[config.mk]
export PLATFORM = sky130hd
export DESIGN_NAME = instr_fetch_unit_flat
export DESIGN_NICKNAME = d
export VERILOG_FILES = /design/src/rtl/instr_fetch_unit_if.sv /design/src/rtl/instr_fetch_unit.sv /design/src/flat_wrapper.sv
export SDC_FILE = /design/constraint.sdc
export NUM_CORES = 1
export LEC_CHECK = 0
export CAP_MARGIN = 10
export CORE_MARGIN = 2
export CORE_UTILIZATION = 30
export CTS_CLUSTER_DIAMETER = 80
export DETAILED_ROUTE_END_ITERATION = 8
export GPL_ROUTABILITY_DRIVEN = 0
export GPL_TIMING_DRIVEN = 1
export SYNTH_ARGS = -nofsm -noshare
export SYNTH_HDL_FRONTEND = slang
export SYNTH_SLANG_ARGS = --single-unit
[constraint.sdc]
create_clock -name clk -period 2.7 [get_ports clk]
set_clock_uncertainty 0.1 [all_clocks]
set_input_delay 0.675 -clock clk [delete_from_list [all_inputs] [get_ports clk]]
set_output_delay 0.675 -clock clk [all_outputs]
set_load 0.01 [all_outputs]
[src/rtl/instr_fetch_unit_if.sv]
// Bundle of the PC-side, memory-side and instruction-side handshakes of the fetch unit.
// The master view belongs to the fetch unit; the slave view belongs to its surroundings.
interface instr_fetch_unit_if #(
    parameter int ADDR_W = 8
);
    logic [ADDR_W-1:0] pc;
    logic              pc_valid;
    logic              pc_ready;
    logic              flush;
    logic              mem_req;
    logic [ADDR_W-1:0] mem_addr;
    logic              mem_ack;
    logic [7:0]        mem_rdata;
    logic [31:0]       instr;
    logic [ADDR_W-1:0] instr_pc;
    logic              instr_valid;
    logic              instr_ready;
    logic              fetch_fault;

    modport master (
        input  pc, pc_valid, flush, mem_ack, mem_rdata, instr_ready,
        output pc_ready, mem_req, mem_addr, instr, instr_pc, instr_valid, fetch_fault
    );

    modport slave (
        output pc, pc_valid, flush, mem_ack, mem_rdata, instr_ready,
        input  pc_ready, mem_req, mem_addr, instr, instr_pc, instr_valid, fetch_fault
    );
endinterface

[src/rtl/instr_fetch_unit.sv]
// Fetches a 32-bit little-endian instruction as four byte reads over an 8-bit memory port.
// A synchronous flush abandons any in-flight fetch or held instruction.
module instr_fetch_unit #(
    parameter int ADDR_W = 8
) (
    input  logic               clk,
    input  logic               rst_n,
    instr_fetch_unit_if.master bus
);

    typedef enum logic [1:0] {
        IDLE = 2'd0,
        REQ  = 2'd1,
        OUT  = 2'd2
    } state_t;

    state_t            state_q, state_d;
    logic [1:0]        count_q, count_d;
    logic [ADDR_W-1:0] base_q,  base_d;
    logic [31:0]       instr_q, instr_d;
    logic              fault_q, fault_d;
    logic              accept;

    assign accept = bus.pc_valid && (state_q == IDLE);

    always_comb begin
        // NOTE: every signal gets a default before any branch, so no path can leave one unassigned and infer a latch.
        state_d = state_q;
        count_d = count_q;
        base_d  = base_q;
        instr_d = instr_q;
        fault_d = 1'b0;

        if (bus.flush) begin
            state_d = IDLE;
            count_d = 2'd0;
        end else begin
            unique case (state_q)
                IDLE: begin
                    if (accept) begin
                        if (bus.pc[1:0] == 2'b00) begin
                            base_d  = bus.pc;
                            count_d = 2'd0;
                            instr_d = 32'h0;
                            state_d = REQ;
                        end else begin
                            fault_d = 1'b1;
                        end
                    end
                end
                REQ: begin
                    if (bus.mem_ack) begin
                        // Byte n of the word lands in bits [8n+7:8n] (little-endian).
                        instr_d[{count_q, 3'b000} +: 8] = bus.mem_rdata;
                        count_d = count_q + 2'd1;
                        if (count_q == 2'd3) begin
                            state_d = OUT;
                        end
                    end
                end
                OUT: begin
                    if (bus.instr_ready) begin
                        state_d = IDLE;
                    end
                end
                default: begin
                    state_d = IDLE;
                end
            endcase
        end
    end

    // NOTE: state registers use non-blocking assignments so every flop samples pre-edge values.
    always_ff @(posedge clk or negedge rst_n) begin
        if (!rst_n) begin
            state_q <= IDLE;
            count_q <= 2'd0;
            base_q  <= '0;
            instr_q <= 32'h0;
            fault_q <= 1'b0;
        end else begin
            state_q <= state_d;
            count_q <= count_d;
            base_q  <= base_d;
            instr_q <= instr_d;
            fault_q <= fault_d;
        end
    end

    // The base is word-aligned, so adding the byte index never carries out of the word.
    assign bus.mem_addr    = base_q + {{(ADDR_W-2){1'b0}}, count_q};
    assign bus.mem_req     = (state_q == REQ);
    assign bus.pc_ready    = (state_q == IDLE);
    assign bus.instr_valid = (state_q == OUT);
    assign bus.instr       = instr_q;
    assign bus.instr_pc    = base_q;
    assign bus.fetch_fault = fault_q;

endmodule

[src/flat_wrapper.sv]
// flat-port wrapper written by rule: the top's interface ports become plain ports
module instr_fetch_unit_flat 
#(
    parameter int ADDR_W = 8
)
  (clk, rst_n, bus_pc, bus_pc_valid, bus_flush, bus_mem_ack, bus_mem_rdata, bus_instr_ready, bus_pc_ready, bus_mem_req, bus_mem_addr, bus_instr, bus_instr_pc, bus_instr_valid, bus_fetch_fault);
  instr_fetch_unit_if #(.ADDR_W(ADDR_W)) bus_i ();
  input  logic clk;
  input  logic rst_n;
  input wire logic [$bits(bus_i.pc)-1:0] bus_pc;
  input wire logic [$bits(bus_i.pc_valid)-1:0] bus_pc_valid;
  input wire logic [$bits(bus_i.flush)-1:0] bus_flush;
  input wire logic [$bits(bus_i.mem_ack)-1:0] bus_mem_ack;
  input wire logic [$bits(bus_i.mem_rdata)-1:0] bus_mem_rdata;
  input wire logic [$bits(bus_i.instr_ready)-1:0] bus_instr_ready;
  output wire logic [$bits(bus_i.pc_ready)-1:0] bus_pc_ready;
  output wire logic [$bits(bus_i.mem_req)-1:0] bus_mem_req;
  output wire logic [$bits(bus_i.mem_addr)-1:0] bus_mem_addr;
  output wire logic [$bits(bus_i.instr)-1:0] bus_instr;
  output wire logic [$bits(bus_i.instr_pc)-1:0] bus_instr_pc;
  output wire logic [$bits(bus_i.instr_valid)-1:0] bus_instr_valid;
  output wire logic [$bits(bus_i.fetch_fault)-1:0] bus_fetch_fault;
  assign bus_i.pc = bus_pc;
  assign bus_i.pc_valid = bus_pc_valid;
  assign bus_i.flush = bus_flush;
  assign bus_i.mem_ack = bus_mem_ack;
  assign bus_i.mem_rdata = bus_mem_rdata;
  assign bus_i.instr_ready = bus_instr_ready;
  assign bus_pc_ready = bus_i.pc_ready;
  assign bus_mem_req = bus_i.mem_req;
  assign bus_mem_addr = bus_i.mem_addr;
  assign bus_instr = bus_i.instr;
  assign bus_instr_pc = bus_i.instr_pc;
  assign bus_instr_valid = bus_i.instr_valid;
  assign bus_fetch_fault = bus_i.fetch_fault;
  instr_fetch_unit #(.ADDR_W(ADDR_W)) u_core (.clk(clk), .rst_n(rst_n), .bus(bus_i));
endmodule
==> impl_metrics.env, run 1 <==
export IMPL_path_clk_slew_ps=90
export IMPL_worst_path_stages=6
export IMPL_regArea_mm2=0.001126
export IMPL_drv_cap=0
export IMPL_wl_met3_um=340
export IMPL_dr_max_layer_used="met4"
export IMPL_drt_iter0_drc=58
export IMPL_synth_compound_area_share_pct=7.730
export IMPL_status="complete, no violations"
export IMPL_viasPerCell=4.766
export IMPL_yosysUniqueCellTypes=33
export IMPL_synth_top_family_by_area="multiplexers"
export IMPL_cts_buffers=5
export IMPL_holdCritPathClass="in -> async"
export IMPL_p_leak_nw=1.655
export IMPL_synthSimpleGateAreaFrac_pct=15.30
export IMPL_holdBufCountCts=0
export IMPL_finalPower_w=0.001574
export IMPL_coreArea_mm2=0.007607
export IMPL_post_synth_instance_area_mm2=0.002315
export IMPL_synth_edff_count=0
export IMPL_slew_violations=0
export IMPL_postCtsSetupBuffers=0
export IMPL_wl_met1_mm=2.561
export IMPL_synthMuxAreaShare_pct=18.49
export IMPL_path_buf_inv=2
export IMPL_power_density_mw_per_mm2=457.9
export IMPL_io_pins=74
export IMPL_post_route_cell_area_mm2=0.003437
export IMPL_cts_num_sinks=45
export IMPL_cts_tree="yes"
export IMPL_report_final_setup_viol=0
export IMPL_dp_cells=377
export IMPL_arrival_ps=1830
export IMPL_drive_above_1_share_pct=26.50
export IMPL_fin_nets=313
export IMPL_diodes=0
export IMPL_cp_top_family="adder cells"
export IMPL_final_antenna_net_count=0
export IMPL_synthAdderAreaFrac_pct=5.189
export IMPL_grt_overflow=0
export IMPL_area_delta_synth_final_pct=48.49
export IMPL_crit_path_start_kind="register"
export IMPL_syn_inst=187
export IMPL_antenna_found_initial=0
export IMPL_clock_path_buffers=2
export IMPL_h_tree_depth=2
export IMPL_wl_met2_mm=2.871
export IMPL_hold_viol=0
export IMPL_root_buffer="clkbuf_8"
export IMPL_required_ps=1920
export IMPL_ir_drop_mv=0.3059
export IMPL_timing_final_crit_share_pct=96.55
export IMPL_first_pass_iters=4
export IMPL_die_area_mm2=0.008435
export IMPL_io_buffers=73
export IMPL_critPathMaxFanout=3
export IMPL_grt_pass1_vias=1858
export IMPL_holdWs_ps=281.6
export IMPL_grt_first_pass_wirelength_mm=9.294
export IMPL_fill_cells=753
export IMPL_cp_end_kind="output pin"
export IMPL_ys_warn_count=0
export IMPL_critPathKind="reg -> out"
export IMPL_critPathMaxStageDelay_ps=370
export IMPL_synth_xor_area_share_pct=2.270
export IMPL_crit_slowest_cell="dfrtp_1"
export IMPL_die_h_um=91.84
export IMPL_grt_start_max_net_pins=28
export IMPL_layout_min_cycle_time_ps=2607
export IMPL_wl_per_cell_um=15.10
export IMPL_fp_row_count=32
export IMPL_synthesis_nets=218
export IMPL_ff2ff_path_depth=6
export IMPL_async_reset_ff_share_pct=100.0
export IMPL_grt_usage_pct=13.80
export IMPL_num_vias=1835
export IMPL_synth_ff_type="dfrtp_1"
export IMPL_dpl_hpwl_mm=4.356
export IMPL_fin_cells=385
export IMPL_clock_latency_ps=300
export IMPL_fmax_ghz=0.3836
export IMPL_worstMarginPinSlew_ps=699.9
export IMPL_drc=0
export IMPL_multiInputGateArea_mm2=0.001147
export IMPL_place_area_mm2=0.003313
export IMPL_synth_seq_cells=45
export IMPL_avgSynthCellArea_um2=12.38
export IMPL_finalSetupTns_ps=0
export IMPL_die_w_um=91.84
export IMPL_drt_wl_total_mm=5.812
export IMPL_slew_headroom_pct=52.67
export IMPL_grt_setup_unrepaired="false"
export IMPL_start_util_pct=30.43
export IMPL_yosysSeqAreaShare_pct=48.65
export IMPL_crit_chain="ha_1 > inv_1 > fa_2 > nor2_1 > xor2_1 > dlygate4sd2_1"
==> final cells by class <==
class | count | share of cell area [%]
Tap cell | 102 | 3.713
Clock inverter | 2 | 1.092
Inverter | 8 | 0.8737
Multi-Input combinational cell | 128 | 33.38
Timing Repair Buffer | 94 | 25.77
Sequential cell | 45 | 32.76
Clock buffer | 6 | 2.403
==> synth_stat cells, drive strengths merged (3+ instances only) <==
library cell	number	share of area, %
dfrtp	45	49
mux2	38	18
and3	33	8.9
ha	8	4.3
inv	8	1.3
a211oi	5	3.8
nand2	5	0.81
a21boi	4	1.3
clkbuf	4	0.65
nor2	4	0.65
xnor2	4	1.5
and2	3	0.81
nor2b	3	0.81
==> metal layers <==
layer	vias to the layer above	global-route usage (%)
li1	860	-
met1	903	18.00
met2	66	23.65
met3	6	3.369
met4	0	2.363
met5	-	0
==> flip-flops by register name, summed over array words and instances, names as in the netlist <==
name                    count
u_core.bus.fetch_fault      1
u_core.bus.instr           32
u_core.bus.instr_pc         8
u_core.count_q              2
u_core.state_q              2
==> path summary, 6_finish.rpt <==
path                                             start                   end  slack (ps)
worst min register to register    u_core.bus.instr[17]  u_core.bus.instr[17]         400
worst min-delay path                             rst_n     u_core.count_q[1]         280
min in group clk                  u_core.bus.instr[17]  u_core.bus.instr[17]         400
max in group asynchronous                        rst_n  u_core.bus.instr[20]        1630
worst max register to register       u_core.count_q[0]  u_core.bus.instr[18]         450
worst max-delay path            u_core.bus.instr_pc[0]       bus_mem_addr[4]          90
==> metrics by stage <==
step / utilization [%] / worst slack [ps]
2_1_floorplan: - / 339.0
3_3_place_gp: 43.55 / 13.60
3_5_place_dp: 43.55 / -12.53
4_1_cts: 45.15 / 41.68
5_1_grt: 45.18 / 24.27
6_report: 45.18 / 93.04
==> worst register-to-register path: stages (launching register included) <==
cell	delay, ps
dfrtp_1	360
buf_4	170
inv_1	90
ha_1	390
nor4bb_2	690
and3_1	250
mux2_2	140
==> power by group <==
| group | total [W] | internal, W | switching, W |
|---|---|---|---|
| Clock | 0.000537 | 0.000301 | 0.000236 |
| Combinational | 0.000297 | 0.000170 | 0.000126 |
| Sequential | 0.000740 | 0.000704 | 0.0000361 |
==> cell families (layout without fill, tap and decap cells) <==
logic type,after synthesis,after routing
and+or+nand+nor,57,57
DFF,45,45
muxes,38,38
AOI/OAI and AO/OA,18,18
buffers and inverters,14,110
adders and majority gates,9,9
xor gates and xnor gates,6,6
==> placed cells by master (no fill, tap or decap), types with 3 or more instances in the layout <==
master           synthesis  layout
clkdlybuf4s50_1          0      65
dfrtp_1                 45      45
mux2_2                  34      34
and3_1                  33      33
buf_4                    0      20
inv_1                    8       8
ha_1                     8       8
clkbuf_8                 0       6
nand2_1                  5       5
dlygate4sd2_1            0       5
nor2_1                   4       4
xnor2_1                  4       4
a21boi_0                 4       4
a211oi_4                 4       4
mux2_1                   4       4
nor2b_1                  3       3
==> timing repair <==
item / 4_1_cts / 5_1_grt
setup endpoints to repair: 7 / 9
cloned: 0 / 0
gates resized for setup: 11 / 3
pin swaps: 0 / 2
(Power assumes the default switching activity.)
==> run 2, diff against run 1 <==
RECOVER_POWER = 50   (was unset)
==> impl_metrics.env, run 2 (same netlist as run 1, synthesis figures left out) <==
export IMPL_postCtsSetupBuffers=0
export IMPL_drc=0
export IMPL_dpl_hpwl_mm=4.356
export IMPL_grt_start_max_net_pins=28
export IMPL_start_util_pct=30.43
export IMPL_cts_num_sinks=45
export IMPL_io_buffers=73
export IMPL_die_w_um=91.84
export IMPL_clock_latency_ps=300
export IMPL_num_vias=1827
export IMPL_antenna_found_initial=0
export IMPL_hold_viol=0
export IMPL_largest_reg_flops=32
export IMPL_critPathMaxFanout=3
export IMPL_fp_row_count=32
export IMPL_layout_min_cycle_time_ps=2608
export IMPL_h_tree_depth=2
export IMPL_grt_first_pass_wirelength_mm=9.294
export IMPL_die_area_mm2=0.008435
export IMPL_cts_buffers=5
export IMPL_final_antenna_net_count=0
export IMPL_drive_above_1_share_pct=24.38
export IMPL_drt_iter0_drc=56
export IMPL_crit_path_start_kind="register"
export IMPL_arrival_ps=1830
export IMPL_post_place_ws_ps=-12.53
export IMPL_clock_path_buffers=2
export IMPL_worstMarginPinSlew_ps=1475
export IMPL_grt_usage_pct=13.80
export IMPL_fmax_ghz=0.3835
export IMPL_required_ps=1920
export IMPL_cp_end_kind="output pin"
export IMPL_fin_nets=313
export IMPL_dp_cells=377
export IMPL_layout_common_cells="dfrtp_1 (45), clkdlybuf4s50_1 (43), mux2_2 (34)"
export IMPL_ir_drop_mv=0.3058
export IMPL_drt_wl_total_mm=5.790
export IMPL_critPathKind="reg -> out"
export IMPL_holdWs_ps=393.2
export IMPL_report_final_setup_viol=0
export IMPL_fin_cells=385
export IMPL_first_pass_iters=4
export IMPL_cts_tree="yes"
export IMPL_path_clk_slew_ps=90
export IMPL_layout_setup_ws_ps=92.39
export IMPL_grt_overflow=0
export IMPL_grt_setup_unrepaired="false"
export IMPL_area_delta_synth_final_pct=47.78
export IMPL_final_common_cell="dfrtp_1"
export IMPL_diodes=0
export IMPL_viasPerCell=4.745
export IMPL_power_density_mw_per_mm2=458.5
export IMPL_grt_pass1_vias=1858
export IMPL_coreArea_mm2=0.007607
export IMPL_slew_violations=0
export IMPL_drv_cap=0
export IMPL_status="complete, no violations"
export IMPL_fill_cells=760
export IMPL_slew_headroom_pct=1.649
export IMPL_die_h_um=91.84
export IMPL_timing_final_crit_share_pct=96.58
export IMPL_io_pins=74
export IMPL_wl_per_cell_um=15.04
export IMPL_holdCritPathClass="reg -> reg"
export IMPL_p_leak_nw=1.707
export IMPL_root_buffer="clkbuf_8"
## run 2: changes by cell type in the layout (fill, tap and decap cells not counted)
cell / delta
buf_2: -1
or2_0: +1
or2_2: -1
and2_0: +1
clkdlybuf4s50_1: -22
and2_1: -1
buf_4: -4
clkbuf_1: +5
dlygate4sd3_1: +22
## run 2: per-layer routing
| metal | vias up | GRT usage (%) | share of wire (%) |
|---|---|---|---|
| li1 | 862 | - | - |
| met2 | 61 | 23.65 | 49 |
| met5 | - | 0 | 0 |
| met1 | 898 | 18.00 | 44 |
| met4 | 0 | 2.363 | 0.66 |
| met3 | 6 | 3.369 | 5.5 |
## run 2: power breakdown
group / internal (W) / switching [W] / total, W
clock: 0.000301 / 0.000237 / 0.000538
sequential: 0.000704 / 0.0000358 / 0.000740
combinational: 0.000165 / 0.000126 / 0.000291
## run 2: critical path, stage by stage, from the launching register on
cell and delay [ps]:
dfrtp_1 370, ha_1 170, inv_1 60, fa_2 360, nor2_1 150, xor2_1 150, dlygate4sd2_1 280
## run 2: final cells by class
type / instances / area (µm²) / area share, %
Sequential cell: 45 / 1126 / 32.92
Multi-Input combinational cell: 128 / 1147 / 33.54
Clock inverter: 2 / 37.54 / 1.097
Inverter: 8 / 30.03 / 0.8778
Clock buffer: 6 / 82.58 / 2.414
Tap cell: 102 / 127.6 / 3.731
Timing Repair Buffer: 94 / 869.6 / 25.42
## run 2: timing repair
item                       4_1_cts  5_1_grt
setup endpoints to repair        7        9
pin swaps                        0        2
resized for setup               11        3
cloned                           0        0
hold buffers                     0        0
## run 2: path summary, 6_finish.rpt
check | start | end | slack (ps) | cells after the start
worst max-delay path | u_core.bus.instr_pc[0] | bus_mem_addr[4] | 90 | 6
worst min-delay path | u_core.bus.instr[20] | u_core.bus.instr[20] | 390 | 1
min in group asynchronous | rst_n | u_core.count_q[1] | 610 | 1
worst min register to register | u_core.bus.instr[20] | u_core.bus.instr[20] | 390 | 1
max in group asynchronous | rst_n | u_core.bus.instr[20] | 740 | 2
worst max register to register | u_core.count_q[0] | u_core.bus.instr[18] | 470 | 6
## run 2: stage by stage
stage          utilization (%)  TNS (ps)  area, µm²  power [W]
3_3_place_gp             43.55         0       3313   0.001065
2_1_floorplan                -         0       2315  0.0008689
4_1_cts                  45.15         0       3435   0.001595
6_report                 44.97         0       3421   0.001568
3_5_place_dp             43.55    -12.53       3313   0.001066
5_1_grt                  44.97         0       3421   0.001643
==> RTL change (config.mk and constraints of run 2) <==
Re-encode `state_t` (3 states) as one-hot, 3 bits wide.
--- a/src/rtl/instr_fetch_unit.sv
+++ b/src/rtl/instr_fetch_unit.sv
@@ -8,10 +8,10 @@
     instr_fetch_unit_if.master bus
 );
 
-    typedef enum logic [1:0] {
-        IDLE = 2'd0,
-        REQ  = 2'd1,
-        OUT  = 2'd2
+    typedef enum logic [2:0] {
+        IDLE = 3'b001,
+        REQ  = 3'b010,
+        OUT  = 3'b100
     } state_t;
 
     state_t            state_q, state_d;
Behaviour: same outputs for any inputs over 4 cycles, from zero or initial values and one cycle with rst_n low; so few cycles prove little.
==> RTL change against run 2 <==
- area after synthesis grew 6.1%
- total power shrank 5.2%
- final area grew 1.1%
- first-iteration DRC count shrank 8.9%
- worst setup slack lost 0.040 ns
- synthesized cell count grew 25%
- routed wire length shrank 1.3%
- sequential cell count grew 1
==> RTL change: results (changes against run 2) <==
\begin{tabular}{lr}
\hline
Metric & Value \\
\hline
\multicolumn{2}{l}{\textbf{Synthesis}} \\
\quad Sequential-to-total area share from yosys stat & 46.9\% (-1.7 points) \\
\quad Number of unique standard cell types used by synthesis & 35 (+6.1\%) \\
\quad Most instantiated cells after synthesis & 45 x dfrtp\_1, 42 x nand2\_1, 41 x inv\_1 \\
\quad Synth top area cells & dfrtp\_1 46\%, mux2i\_1 13\%, nand2\_1 6.4\% \\
\quad Number of nets produced by synthesis & 263 (+21\%) \\
\quad Post-Synthesis Cells & 233 (+25\%) \\
\multicolumn{2}{l}{\textbf{Layout}} \\
\quad Net count reported at finish & 353 (+13\%) \\
\quad Layout Area Growth over Synthesis & 40.9\% \\
\quad Number of fill cells & 791 (+4.1\%) \\
\multicolumn{2}{l}{\textbf{Timing}} \\
\quad Worst slew pin tran & 1.35 ns (-0.129 ns) \\
\quad Worst slack on hold paths & 0.416 ns (+0.0223 ns) \\
\multicolumn{2}{l}{\textbf{Min path}} \\
\quad Hold Path Depth & 2 (+1) \\
\multicolumn{2}{l}{\textbf{Setup path}} \\
\quad Endpoint of the worst-slack reg-to-reg timing path & u\_core.bus.instr[2]\$\_DFFE\_PN0P\_ \\
\quad Worst R2R Path Depth & 7 (+1) \\
\quad Slack of the worst reg-to-reg path & 0.57 ns (+0.10 ns) \\
\quad Arr. time, crit path & 1.87 ns (+0.04 ns) \\
\multicolumn{2}{l}{\textbf{Power}} \\
\quad Worst IR Drop VDD & 0.219 mV (-28\%) \\
\quad Leakage & 1.64 nW (-4.1\%) \\
\multicolumn{2}{l}{\textbf{Drt}} \\
\quad Vias post-DR & 1878 (+2.8\%) \\
\quad Number of DRC markers in iteration 0 & 51 (-8.9\%) \\
\multicolumn{2}{l}{\textbf{Placement}} \\
\quad Number of cells after detailed placement & 416 (+10\%) \\
\quad Cell area reported after detailed placement & 0.00337 sq mm (+1.6\%) \\
\quad Buffers on Ports & 73 (unchanged) \\
\quad Worst Setup Slack post-DPL & -0.0405 ns (-0.0279 ns) \\
\quad Half-perimeter wire length after placement & 4.32 mm (-0.92\%) \\
\multicolumn{2}{l}{\textbf{Global route}} \\
\quad Gr usage total & 13.8\% (+0.018 points) \\
\quad Largest net degree at the start of global routing & 25 (-11\%) \\
\quad Wire length of the first global-routing pass & 9.61 mm (+3.4\%) \\
\multicolumn{2}{l}{\textbf{Outcome}} \\
\quad Outcome & finished, final reports clean \\
\hline
\end{tabular}
RTL change: timing repair:
action / 4_1_cts / 5_1_grt
setup endpoints to repair: 8 / 8
resized for setup: 13 / 12
setup buffers: 1 / 1
pin swaps: 0 / 1
RTL change: where the power goes:
| part | internal (mW) | switching (mW) |
|---|---|---|
| Clock | 0.186 | 0.260 |
| Combinational | 0.159 | 0.121 |
| Sequential | 0.721 | 0.0401 |
| Total | 1.07 | 0.421 |
RTL change: tightest hold or removal path, stage by stage (launching register included):
cell and delay (ns):
dfrtp_1 0.38, inv_1 0.05, mux2i_1 0.05
RTL change: how the worst max path moves through the flow:
| stage | start | to | slack, ns | depth (start not counted) |
|---|---|---|---|---|
| 6_report | u_core.bus.instr_pc[0]$_DFFE_PN0P_ | bus_mem_addr[4] | 0.05 | 7 |
| 5_1_grt | u_core.count_q[0]$_DFFE_PN0P_ | bus_mem_addr[4] | -0.05 | 7 |
| 4_1_cts | u_core.bus.instr_pc[0]$_DFFE_PN0P_ | bus_mem_addr[4] | 0.002 | 7 |
| 3_5_place_dp | u_core.bus.instr_pc[0]$_DFFE_PN0P_ | bus_mem_addr[6] | -0.04 | 7 |
| 3_3_place_gp | u_core.bus.instr_pc[0]$_DFFE_PN0P_ | bus_mem_addr[6] | -0.02 | 7 |
| 2_1_floorplan | u_core.count_q[0]$_DFFE_PN0P_ | bus_mem_addr[6] | 0.24 | 6 |
RTL change: routing by layer:
metal / wire (um) / vias to the layer above / GRT usage (%)
li1: - / 931 / -
met1: 2720 / 885 / 18.9
met2: 2610 / 57 / 22.3
met3: 354 / 5 / 3.43
met4: 35 / 0 / 2.90
met5: 0 / - / 0
RTL change: layout make-up:
| type | instances | area share, % |
|---|---|---|
| Tap cell | 102 | 3.69 |
| Multi-Input combinational cell | 139 | 31.8 |
| Clock inverter | 3 | 0.687 |
| Clock buffer | 5 | 1.99 |
| Inverter | 41 | 4.45 |
| Timing Repair Buffer | 90 | 24.0 |
| Sequential cell | 46 | 33.3 |
RTL change: cells by family (layout without fill, tap and decap cells):
| kind of cell | count (synthesis) | in the layout | synth area share, % |
|---|---|---|---|
| multiplexers | 39 | 39 | 16.3 |
| flip-flops | 46 | 46 | 46.9 |
| AO/OA/AOI/OAI | 14 | 14 | 3.98 |
| AND/OR/NAND/NOR | 71 | 71 | 16.9 |
| buffers and inverters | 48 | 139 | 9.02 |
| XOR/XNOR | 7 | 7 | 2.50 |
| adder cells (fa/ha/maj) | 8 | 8 | 4.38 |
